## config.mk

```make
export PLATFORM = sky130hd
export DESIGN_NAME = mips_control_unit
export DESIGN_NICKNAME = d
export VERILOG_FILES = /design/src/rtl/mips_control_unit.sv
export SDC_FILE = /design/constraint.sdc
export NUM_CORES = 1
export LEC_CHECK = 0
export CAP_MARGIN = 20
export CORE_AREA = 3 3 40 42
export DETAILED_ROUTE_END_ITERATION = 16
export DIE_AREA = 0 0 43 45
export GPL_TIMING_DRIVEN = 0
export PLACE_DENSITY = 0.71
export SETUP_SLACK_MARGIN = 0.5
export SLEW_MARGIN = 10
export SYNTH_ARGS = -nofsm -noshare
export SYNTH_HDL_FRONTEND = slang
export SYNTH_SLANG_ARGS = --single-unit
```

## constraint.sdc

```tcl
create_clock -name clk -period 1.25 [get_ports clk]
set_input_delay 0.125 -clock clk [delete_from_list [all_inputs] [get_ports clk]]
set_output_delay 0.125 -clock clk [all_outputs]
set_load 0.005 [all_outputs]
```

## src/rtl/mips_control_unit.sv

```systemverilog
// Main control decoder for the MIPS-subset CPU: opcode -> registered datapath control strobes.
// Latency: 1 cycle (outputs reflect op sampled at the previous rising clk edge).
// Backpressure: none; the block updates every cycle with no enable or handshake.
//
// Ports:
//   clk       rising-edge clock
//   rst_n     asynchronous active-low reset; all outputs 0 (safe NOP)
//   op        instruction opcode field instr[31:26]
//   regdst    1 = write rd, 0 = write rt
//   regwr     register-file write enable
//   alusrc    1 = ALU operand B is the extended immediate
//   memwr     data-memory write enable
//   memtoreg  1 = writeback from memory
//   jump      select jump target for next PC
//   branch    beq qualifier
//   aluop     000 add, 001 sub, 010 or, 100 funct-decoded
//   rtype     ALU control decodes the funct field
//   extop     1 = sign-extend imm16
//   illegal   opcode not in the supported set
module mips_control_unit (
  input  logic       clk,
  input  logic       rst_n,
  input  logic [5:0] op,
  output logic       regdst,
  output logic       regwr,
  output logic       alusrc,
  output logic       memwr,
  output logic       memtoreg,
  output logic       jump,
  output logic       branch,
  output logic [2:0] aluop,
  output logic       rtype,
  output logic       extop,
  output logic       illegal
);

  localparam logic [5:0] OP_RTYPE = 6'b000000;
  localparam logic [5:0] OP_ORI   = 6'b001101;
  localparam logic [5:0] OP_ADDIU = 6'b001001;
  localparam logic [5:0] OP_LW    = 6'b100011;
  localparam logic [5:0] OP_SW    = 6'b101011;
  localparam logic [5:0] OP_BEQ   = 6'b000100;
  localparam logic [5:0] OP_J     = 6'b000010;

  localparam logic [2:0] ALU_ADD   = 3'b000;
  localparam logic [2:0] ALU_SUB   = 3'b001;
  localparam logic [2:0] ALU_OR    = 3'b010;
  localparam logic [2:0] ALU_FUNCT = 3'b100;

  logic       regdst_d,   regdst_q;
  logic       regwr_d,    regwr_q;
  logic       alusrc_d,   alusrc_q;
  logic       memwr_d,    memwr_q;
  logic       memtoreg_d, memtoreg_q;
  logic       jump_d,     jump_q;
  logic       branch_d,   branch_q;
  logic [2:0] aluop_d,    aluop_q;
  logic       rtype_d,    rtype_q;
  logic       extop_d,    extop_q;
  logic       illegal_d,  illegal_q;

  // All strobes default to 0 so any unmatched opcode (including X/Z in
  // simulation, which matches no case item) decodes as a NOP flagged illegal.
  always_comb begin
    regdst_d   = 1'b0;
    regwr_d    = 1'b0;
    alusrc_d   = 1'b0;
    memwr_d    = 1'b0;
    memtoreg_d = 1'b0;
    jump_d     = 1'b0;
    branch_d   = 1'b0;
    aluop_d    = ALU_ADD;
    rtype_d    = 1'b0;
    extop_d    = 1'b0;
    illegal_d  = 1'b0;
    case (op)
      OP_RTYPE: begin
        regdst_d = 1'b1;
        regwr_d  = 1'b1;
        aluop_d  = ALU_FUNCT;
        rtype_d  = 1'b1;
      end
      OP_ORI: begin
        // Logical immediate: zero-extended.
        regwr_d  = 1'b1;
        alusrc_d = 1'b1;
        aluop_d  = ALU_OR;
      end
      OP_ADDIU: begin
        regwr_d  = 1'b1;
        alusrc_d = 1'b1;
        extop_d  = 1'b1;
      end
      OP_LW: begin
        regwr_d    = 1'b1;
        alusrc_d   = 1'b1;
        memtoreg_d = 1'b1;
        extop_d    = 1'b1;
      end
      OP_SW: begin
        alusrc_d = 1'b1;
        memwr_d  = 1'b1;
        extop_d  = 1'b1;
      end
      OP_BEQ: begin
        // Subtract for the equality compare; offset is sign-extended.
        branch_d = 1'b1;
        aluop_d  = ALU_SUB;
        extop_d  = 1'b1;
      end
      OP_J: begin
        jump_d = 1'b1;
      end
      default: begin
        illegal_d = 1'b1;
      end
    endcase
  end

  always_ff @(posedge clk or negedge rst_n) begin
    if (!rst_n) begin
      regdst_q   <= 1'b0;
      regwr_q    <= 1'b0;
      alusrc_q   <= 1'b0;
      memwr_q    <= 1'b0;
      memtoreg_q <= 1'b0;
      jump_q     <= 1'b0;
      branch_q   <= 1'b0;
      aluop_q    <= 3'b000;
      rtype_q    <= 1'b0;
      extop_q    <= 1'b0;
      illegal_q  <= 1'b0;
    end else begin
      regdst_q   <= regdst_d;
      regwr_q    <= regwr_d;
      alusrc_q   <= alusrc_d;
      memwr_q    <= memwr_d;
      memtoreg_q <= memtoreg_d;
      jump_q     <= jump_d;
      branch_q   <= branch_d;
      aluop_q    <= aluop_d;
      rtype_q    <= rtype_d;
      extop_q    <= extop_d;
      illegal_q  <= illegal_d;
    end
  end

  assign regdst   = regdst_q;
  assign regwr    = regwr_q;
  assign alusrc   = alusrc_q;
  assign memwr    = memwr_q;
  assign memtoreg = memtoreg_q;
  assign jump     = jump_q;
  assign branch   = branch_q;
  assign aluop    = aluop_q;
  assign rtype    = rtype_q;
  assign extop    = extop_q;
  assign illegal  = illegal_q;

endmodule

```

[Yosys cells after proc, flatten, opt, wreduce, memory -nomap -nowiden]
Cells that the tools add are included.
Cells by class
  shift-type cells: 0
  add/sub/neg operators: 0
  eq/ne operators: 6
  divide/modulo/power cells: 0
  multiply operators: 0
  magnitude comparators: 0
  multiplexer cells: 10
  bitwise logic cells: 0
  reduce and logical (&&, ||, !) cells: 5
Operator list (number)
  $eq A6 B4 Y1 const B: 2
  $eq A6 B6 Y1 const B: 2
  $reduce_or A4 Y1: 3
  $mux W1: 9
  $pmux W3 S3: 1
  $reduce_or A7 Y1: 1
  $eq A6 B2 Y1 const B: 1
  $eq A6 B3 Y1 const B: 1
  $logic_not A6 Y1: 1
Storage, ports and cells
  memories: 0
  output and inout port bits: 13
  bits in latches: 0
  register bits: 12
  memory bits (writable): 0
  bits in read-only memories: 0

[Depth between registers and ports, before layout]
Gate-level depths: netlist of the first run.
  word-level depth: 3
  gate-level depth with buffers: 4
  gate-level depth less buffers: 3

[Worst setup path after synthesis of the first run]
Ideal clock, no wire load.
  kind: input port to flip-flop
  from: input op[4]
  to: register regwr_q, in the netlist regwr
  arrival: 0.776 ns
  cell stages on the path: 4
  path slack: 0.406 ns
  cell sequence: clkbuf_2 nor3_1 o21ai_0 nand2b_1
On the way
  word-level cells in the longest chain between the ends: 3
  elaborated cells on any way between the ends: 6
  those cells by class: 3 x eq/ne; 1 x mux; 2 x reduce/logical
Ends and longest elaborated chain
  start: declaration: line 23  | input logic [5:0] op,
  $eq A6 B6 Y1 (tied with other cells): line 76  | case (op)
  $reduce_or A4 Y1 (no line) (*)
  $mux W1 (*): line 76
  named net regwr_d: line 51  | logic regwr_d, regwr_q;
  end signal: assignment: line 135  | regwr_q <= regwr_d;
  end: declaration: line 51
Mark *: on every way through the listed nets, which the timed path passes. The rest lies on a longest branch.

[Final worst setup path of the first run]
  from: register rtype_q, in the netlist rtype
  to: output rtype
RTL lines
  start: declaration: line 58  | logic rtype_d, rtype_q;
  start signal: assignment: line 142  | rtype_q <= rtype_d;
  end: declaration: line 32  | output logic rtype,
No word-level cell between the ends.

==> impl_metrics.tcl, run 1 <==
set metrics [dict create \
    root_buffer "clkbuf_4" \
    cts_tree "done" \
    internal_power_uw 549 \
    p_sw_uw 150 \
    nNetsFinal 78 \
    pwr-share-seq_pct 56.8 \
    cts.reportedPaths.clkPinSlew_ps 60 \
    synth_area_leaders "dfrtp_1 (61%), and3_1 (5.1%), and2_1 (3.8%)" \
    switching_share_pct 21.5 \
    crit_fanout 2 \
    synth.distinct_cells 19 \
    cp_slowest_cell "dfrtp_1" \
    startpoint_type "register" \
    cts_buffers 3 \
    peakVddDrop_mv 0.580 \
    grt_max_degree 13 \
    clock-sinks 12 \
    h-tree-depth 1 \
    status "completed" \
    p_clk_share_pct 29.6 \
    antenna_found_initial 0 \
    synth_top_area_cell "dfrtp_1" \
    die_w_um 43 \
    viasPerCell 5.08 \
    holdCritPathClass "in2reg" \
    drv_slew 0 \
    post_drt_wl_per_cell_um 12.2 \
    synth_flop_cell "dfrtp_1" \
    synth_seq_area_share_pct 60.9 \
    final_cell_mix "buf_2 (16), dfrtp_1 (12), and3_1 (4), nand2_1 (4)" \
    grt_setup_unrepaired "yes" \
    initial_core_util_pct 38.4 \
    drcViolationCount 0 \
    critical-path-top-delay-family "flip-flops" \
    n_antenna_cell 0 \
    worstSetupPathType "reg2out" \
    drt_iter0_markers 3 \
    powerDensity_nw_per_um2 985 \
    netlist_instances 44 \
    layout_setup_ws_ps 275 \
    avgSynthCellArea_sq_um 11.2 \
    final.min_clock_period_ps 975 \
    cp_common_cell "buf_6" \
    core_area_sq_um 1280 \
    finalSetupTns_ps 0 \
    drt_first_pass_iters 3 \
    maxCapViolations 0 \
    max_stage_delay_ps 380 \
    slew_headroom_pct 66.7 \
    leakage_uw 0.000382 \
    io_buffers 19 \
    crit_buf_inv 2 \
    ctsHoldBuffers 0 \
    dp_hpwl_um 729 \
    drive_gt1_share_pct 45.6 \
    die_h_um 45 \
    drt-total-wl_um 1010 \
    finalSetupViolations 0 \
    vias 422 \
    syn_nets 52 \
    rows 13 \
    grt_pass1_vias 382 \
    grtUsageTotal_pct 11.9 \
    grt_pass1_wl_um 1640 \
    place.gp.congestion 0.782 \
    arrival_ps 850 \
    cp_data_required_time_ps 1120 \
    ys_seq_elements 12 \
    grt-ovfl-total 0 \
    antenna_left 0 \
    hold_viol 0 \
    yosysWarningCount 0 \
    yosys.area.top_type_share_pct 60.9 \
    syn-cell-area_sq_um 493 \
    io_pins 21 \
    period_share_pct 78.0 \
    area_growth_syn_to_layout_pct 43.9 \
    final_common_cell "buf_2" \
    p_comb_share_pct 13.6 \
    floorplan.die_area_sq_um 1940 \
    async_reset_ff_share_pct 100 \
    cp-end-kind "primary output" \
    synth_edf_count 0 \
    clock.fmax_ghz 1.03 \
    worst_slew_pin_slew_ps 498 \
    clock_path_buffers 2 \
    dp_slack_ps -169 \
    crit_chain "buf_6 -> buf_6" \
]
-- sequential cells by signal (all words and copies together), names as in the netlist --
signal	flops
aluop	3
alusrc	1
branch	1
extop	1
illegal	1
jump	1
memtoreg	1
memwr	1
regwr	1
rtype	1
-- layer usage --
layer	routed length, um	track usage, %	vias to the layer above
met5	0	0	-
met4	19	7.23	0
met3	80	3.59	2
met2	525	19.5	16
met1	389	13.7	199
li1	-	-	205
-- logic make-up (layout without fill, tap and decap cells) --
family	after synthesis	after routing	share of synthesized area (%)
flip-flops	12	12	60.9
buffers and inverters	2	26	2.54
AO/OA/AOI/OAI	5	5	6.85
AND/OR/NAND/NOR	24	24	27.7
multiplexers	1	1	2.03
-- power groups by stage --
stage / sequential (uW) / combinational [uW] / clock, uW
after detailed placement: 404 / 93.7 / 0
after CTS: 397 / 94.6 / 219
after global routing: 397 / 104 / 242
final: 397 / 95.4 / 207
after global placement: 404 / 92.2 / 0
after floorplan: 406 / 34.1 / 0
-- Yosys cell counts (all sizes together) (2+ instances only) --
master   n
o21ai    2
nand2    4
and3     4
dfrtp   12
nor2     4
and2     3
nor3     3
-- worst paths after layout --
path | startpoint | depth (start not counted) | endpoint | slack (ps)
setup / recovery | rtype | 2 | rtype | 270
hold / removal | op[4] | 2 | memtoreg | 110
max in group asynchronous | rst_n | 1 | alusrc | 710
min in group asynchronous | rst_n | 1 | aluop[1] | 210
-- area by class of cell --
cell class | count | area, sq um
multi-input combinational | 30 | 215
fill | 129 | 576
buffer | 2 | 25.0
tap | 15 | 18.8
sequential | 12 | 300
clock buffer | 3 | 22.5
timing repair buffer | 21 | 128
-- through the flow --
stage	util [%]	cell area [sq um]	power [uW]	std cells	hold slack (ps)
2_1_floorplan	-	509	440	44	-171
3_5_place_dp	55.9	718	498	78	357
4_1_cts	55.7	716	711	83	88.9
6_report	55.2	709	699	83	106
3_3_place_gp	55.9	718	496	78	354
5_1_grt	55.2	709	744	83	101
-- what timing repair did --
action,4_1_cts,5_1_grt
gates resized for setup,76,5
setup endpoints to repair,25,15
buffers inserted,2,0
pin swaps,1,0
No activity file was read; power rests on OpenSTA's default activity.
==> run 2: changes to the inputs <==
- clock period: 1.25 -> 0.95 ns (I/O delays scaled with it)
==> run 2 against run 1 <==
Net effect:
- sequential cell count unchanged
- sequential share of layout area is 8.0 points lower
- clock power is 86% higher
- power rose by 58%
- die area unchanged
- worst setup slack worse by 270 ps
- worst hold slack lost 210 ps
- combinational power grew 110%
- the flow now finishes with violations (negative hold slack)
==> impl_metrics.tcl, run 2 (synthesized netlist as in run 1, its figures left out) <==
set metrics [dict create \
    status "finished with violations" \
    failed_checks "negative hold slack" \
    fin_util_pct 68.2 \
    final_cell_mix "dfrtp_1 (12), buf_2 (12), and3_1 (4), buf_6 (4), buf_4 (4)" \
    worst_slew_pin_slew_ps 488 \
    finalSetupTns_ps 0 \
    clock_path_buffers 2 \
    drt-total-wl_um 1160 \
    grt_pass1_vias 427 \
    peakVddDrop_mv 0.842 \
    area_growth_syn_to_layout_pct 77.7 \
    clock-sinks 12 \
    cts_buffers 3 \
    die_w_um 43 \
    grt_max_degree 13 \
    crit_fanout 2 \
    wl_met3_um 68 \
    period_share_pct 99.9 \
    cts.reportedPaths.clkPinSlew_ps 70 \
    io_pins 21 \
    layout_setup_ws_ps 0.704 \
    placed_cells 78 \
    antenna_found_initial 0 \
    initial_core_util_pct 38.4 \
    die_h_um 45 \
    finalSetupViolations 0 \
    holdCritPathClass "in2async" \
    hold_viol 12 \
    grt-ovfl-total 0 \
    drt_first_pass_iters 4 \
    wl_met2_um 634 \
    n_antenna_cell 0 \
    io_buffers 19 \
    dp_slack_ps -496 \
    drv_slew 0 \
    cts_tree "done" \
    rows 13 \
    cp-end-kind "primary output" \
    nNetsFinal 81 \
    viasPerCell 5.03 \
    top_layer "met4" \
    drcViolationCount 0 \
    maxCapViolations 0 \
    startpoint_type "register" \
    vias 438 \
    holdWs_ps -105 \
    place.gp.congestion 0.748 \
    powerDensity_nw_per_um2 1260 \
    floorplan.die_area_sq_um 1940 \
    drt_iter0_markers 12 \
    clock.fmax_ghz 1.05 \
    leakage_uw 0.000444 \
    worstSetupPathType "reg2out" \
    post_drt_wl_per_cell_um 13.3 \
    grt_pass1_wl_um 1810 \
    h-tree-depth 1 \
    core_area_sq_um 1280 \
    antenna_left 0 \
    crit_start "rtype" \
    grt_setup_unrepaired "yes" \
    arrival_ps 850 \
    largest_reg_flops 3 \
    root_buffer "clkbuf_4" \
    drive_gt1_share_pct 62.5 \
    grtUsageTotal_pct 12.5 \
    final.min_clock_period_ps 949 \
    dp_hpwl_um 718 \
    slew_headroom_pct 67.5 \
    instances_no_fill 87 \
    wl_met1_um 438 \
    cp_data_required_time_ps 850 \
    crit_path_end "rtype" \
]
==> run 2: cell types whose count changed in the layout (fill, tap and decap cells not counted), sizes merged <==
cell | before | now
buf | 20 | 24
clkbuf | 4 | 5
clkdlybuf4s15 | 1 | 0
clkdlybuf4s50 | 1 | 0
dlygate4sd2 | 0 | 1
==> run 2: what timing repair did <==
item / in CTS / in global routing
buffers inserted: 5 / 0
hold endpoints to repair: 12 / 12
gates resized for setup: 101 / 8
endpoints found under the setup margin: 37 / 21
pin swaps: 5 / 3
==> run 2: area by class of cell <==
cell class                 instances  area, sq um
timing repair buffer              24          208
tap                               15         18.8
buffer                             2         36.3
multi-input combinational         30          277
fill                             100          409
clock buffer                       4         36.3
sequential                        12          300
==> run 2: metrics by stage <==
step	instance area (sq um)	total power, uW
finish	876	1100
global route	876	1150
CTS	836	1090
detailed placement	759	672
global placement	759	670
floorplan	551	588
==> run 2: worst min path at each step <==
stage | startpoint | endpoint | slack [ps] | cells after the start
floorplan | rst_n | aluop[0] | -200 | 0
detailed placement | op[4] | memwr | 300 | 2
global placement | op[4] | memwr | 300 | 2
finish | rst_n | branch | -100 | 1
global route | rst_n | regwr | -50 | 1
CTS | rst_n | branch | -80 | 1
==> run 2: worst max-delay path, cell delays in order, from the launching register on <==
cell and delay, ps:
dfrtp_1 380, buf_6 110, buf_6 100
==> run 2: report_power, final <==
| part | leakage [uW] | total (uW) | internal (uW) | switching (uW) |
|---|---|---|---|---|
| registers | 0.000162 | 522 | 520 | 2.31 |
| logic | 0.000262 | 196 | 106 | 89.9 |
| clock network | 0.0000210 | 384 | 232 | 151 |
| total | 0.000444 | 1100 | 858 | 244 |
==> run 2: per-layer routing <==
layer  vias up  global-route usage (%)
met5         -                       0
met4         0                    6.63
met3         2                    1.59
met2        17                    23.1
met1       207                    14.1
li1        212                       -
==> run 3: changes to the inputs <==
- HOLD_SLACK_MARGIN: unset -> 0.15
- MAX_ROUTING_LAYER: unset -> met4
==> run 3 against run 2 <==
Net effect:
- maximum frequency is essentially flat
- clock power is essentially flat
- global-route usage grew 0.30 points
- the run still ends with negative hold slack left
- first-iteration DRC count shrank 17%
- sequential cell count is the same
- utilization is the same
==> impl_metrics.tcl, run 3 (synthesized netlist as in run 1, its figures left out) <==
set metrics [dict create \
    grt_setup_unrepaired "yes" \
    cp_data_required_time_ps 850 \
    drive_gt1_share_pct 62.5 \
    nNetsFinal 81 \
    n_antenna_cell 0 \
    finalSetupViolations 0 \
    antenna_found_initial 0 \
    h-tree-depth 1 \
    holdCritPathClass "in2async" \
    die_h_um 45 \
    internal_power_uw 858 \
    cts_tree "done" \
    instances_no_fill 87 \
    p_comb_share_pct 17.8 \
    floorplan.die_area_sq_um 1940 \
    powerDensity_nw_per_um2 1260 \
    cp-end-kind "primary output" \
    grt_pass1_wl_um 1800 \
    final.min_clock_period_ps 949 \
    fin_area_sq_um 876 \
    die_w_um 43 \
    switching_share_pct 22.1 \
    grt_max_degree 13 \
    holdWs_ps -105 \
    drt_iter0_markers 10 \
    p_clk_share_pct 34.8 \
    core_area_sq_um 1280 \
    maxCapViolations 0 \
    rows 13 \
    p_sw_uw 244 \
    viasPerCell 5.03 \
    clock_path_buffers 2 \
    drt_first_pass_iters 4 \
    failed_checks "negative hold slack" \
    antenna_left 0 \
    period_share_pct 99.9 \
    grtUsageTotal_pct 12.8 \
    placed_cells 78 \
    peakVddDrop_mv 0.842 \
    status "finished with violations" \
    clock.fmax_ghz 1.05 \
    drt-total-wl_um 1160 \
    cts.reportedPaths.clkPinSlew_ps 70 \
    dp_hpwl_um 718 \
    drcViolationCount 0 \
    drv_slew 0 \
    slew_headroom_pct 67.5 \
    io_buffers 19 \
    grt-ovfl-total 0 \
    arrival_ps 850 \
    place.gp.congestion 0.758 \
    startpoint_type "register" \
    post_drt_wl_per_cell_um 13.3 \
    leakage_uw 0.000444 \
    hold_viol 12 \
    post_dp_cell_area_sq_um 759 \
    pwr-share-seq_pct 47.4 \
    grt_pass1_vias 428 \
    crit_fanout 2 \
    vias 438 \
    root_buffer "clkbuf_4" \
    io_pins 21 \
    final_cell_mix "dfrtp_1 (12), buf_2 (12), and3_1 (4), buf_6 (4), buf_4 (4)" \
    clock-sinks 12 \
    largest_reg_flops 3 \
    worst_slew_pin_slew_ps 488 \
    initial_core_util_pct 38.4 \
    worstSetupPathType "reg2out" \
    cts_buffers 3 \
    area_growth_syn_to_layout_pct 77.7 \
]
==> run 3: worst max-delay path, stage by stage, from the launching register on <==
cell and delay (ps):
dfrtp_1 380, buf_6 110, buf_6 100
==> run 3: path summary, 6_finish.rpt <==
| kind | start | to | slack (ps) | cells after the start |
|---|---|---|---|---|
| min in group clk | op[4] | alusrc | 40 | 2 |
| max in group asynchronous | rst_n | aluop[1] | 730 | 1 |
| setup / recovery | rtype | rtype | 0.7 | 2 |
| hold / removal | rst_n | branch | -100 | 1 |
==> run 3: metal layers <==
metal | up-vias | wire length (um) | global-route usage, %
met3 | 2 | 66 | 1.59
met2 | 17 | 635 | 23.1
met4 | 0 | 19 | 6.63
met1 | 207 | 438 | 13.8
li1 | 212 | - | -
met5 | - | 0 | -
==> run 3: power by group through the flow <==
| stage | clock [uW] | combinational, uW | sequential [uW] |
|---|---|---|---|
| global route | 417 | 210 | 523 |
| floorplan | 0 | 53.8 | 534 |
| finish | 384 | 196 | 522 |
| global placement | 0 | 138 | 532 |
| CTS | 393 | 175 | 521 |
| detailed placement | 0 | 140 | 532 |
==> run 3: layout make-up <==
| cell class | count | area [sq um] |
|---|---|---|
| Sequential cell | 12 | 300 |
| Fill cell | 100 | 409 |
| Tap cell | 15 | 18.8 |
| Clock buffer | 4 | 36.3 |
| Buffer | 2 | 36.3 |
| Timing Repair Buffer | 24 | 208 |
| Multi-Input combinational cell | 30 | 277 |
==> run 3: timing repair <==
action	4_1_cts	5_1_grt
pin swaps	5	3
endpoints found under the setup margin	37	21
setup buffers	5	0
hold endpoints to repair	19	18
resized for setup	101	8
==> run 3: per-stage QoR <==
step | util, % | power [uW] | setup slack, ps | setup TNS [ps]
final | 68.2 | 1100 | 0.658 | 0
after global routing | 68.2 | 1150 | -47.4 | -47.4
after CTS | 65.0 | 1090 | -3.96 | -3.96
after detailed placement | 59.1 | 672 | -496 | -4380
after global placement | 59.1 | 670 | -485 | -4250
after floorplan | - | 588 | 237 | 0
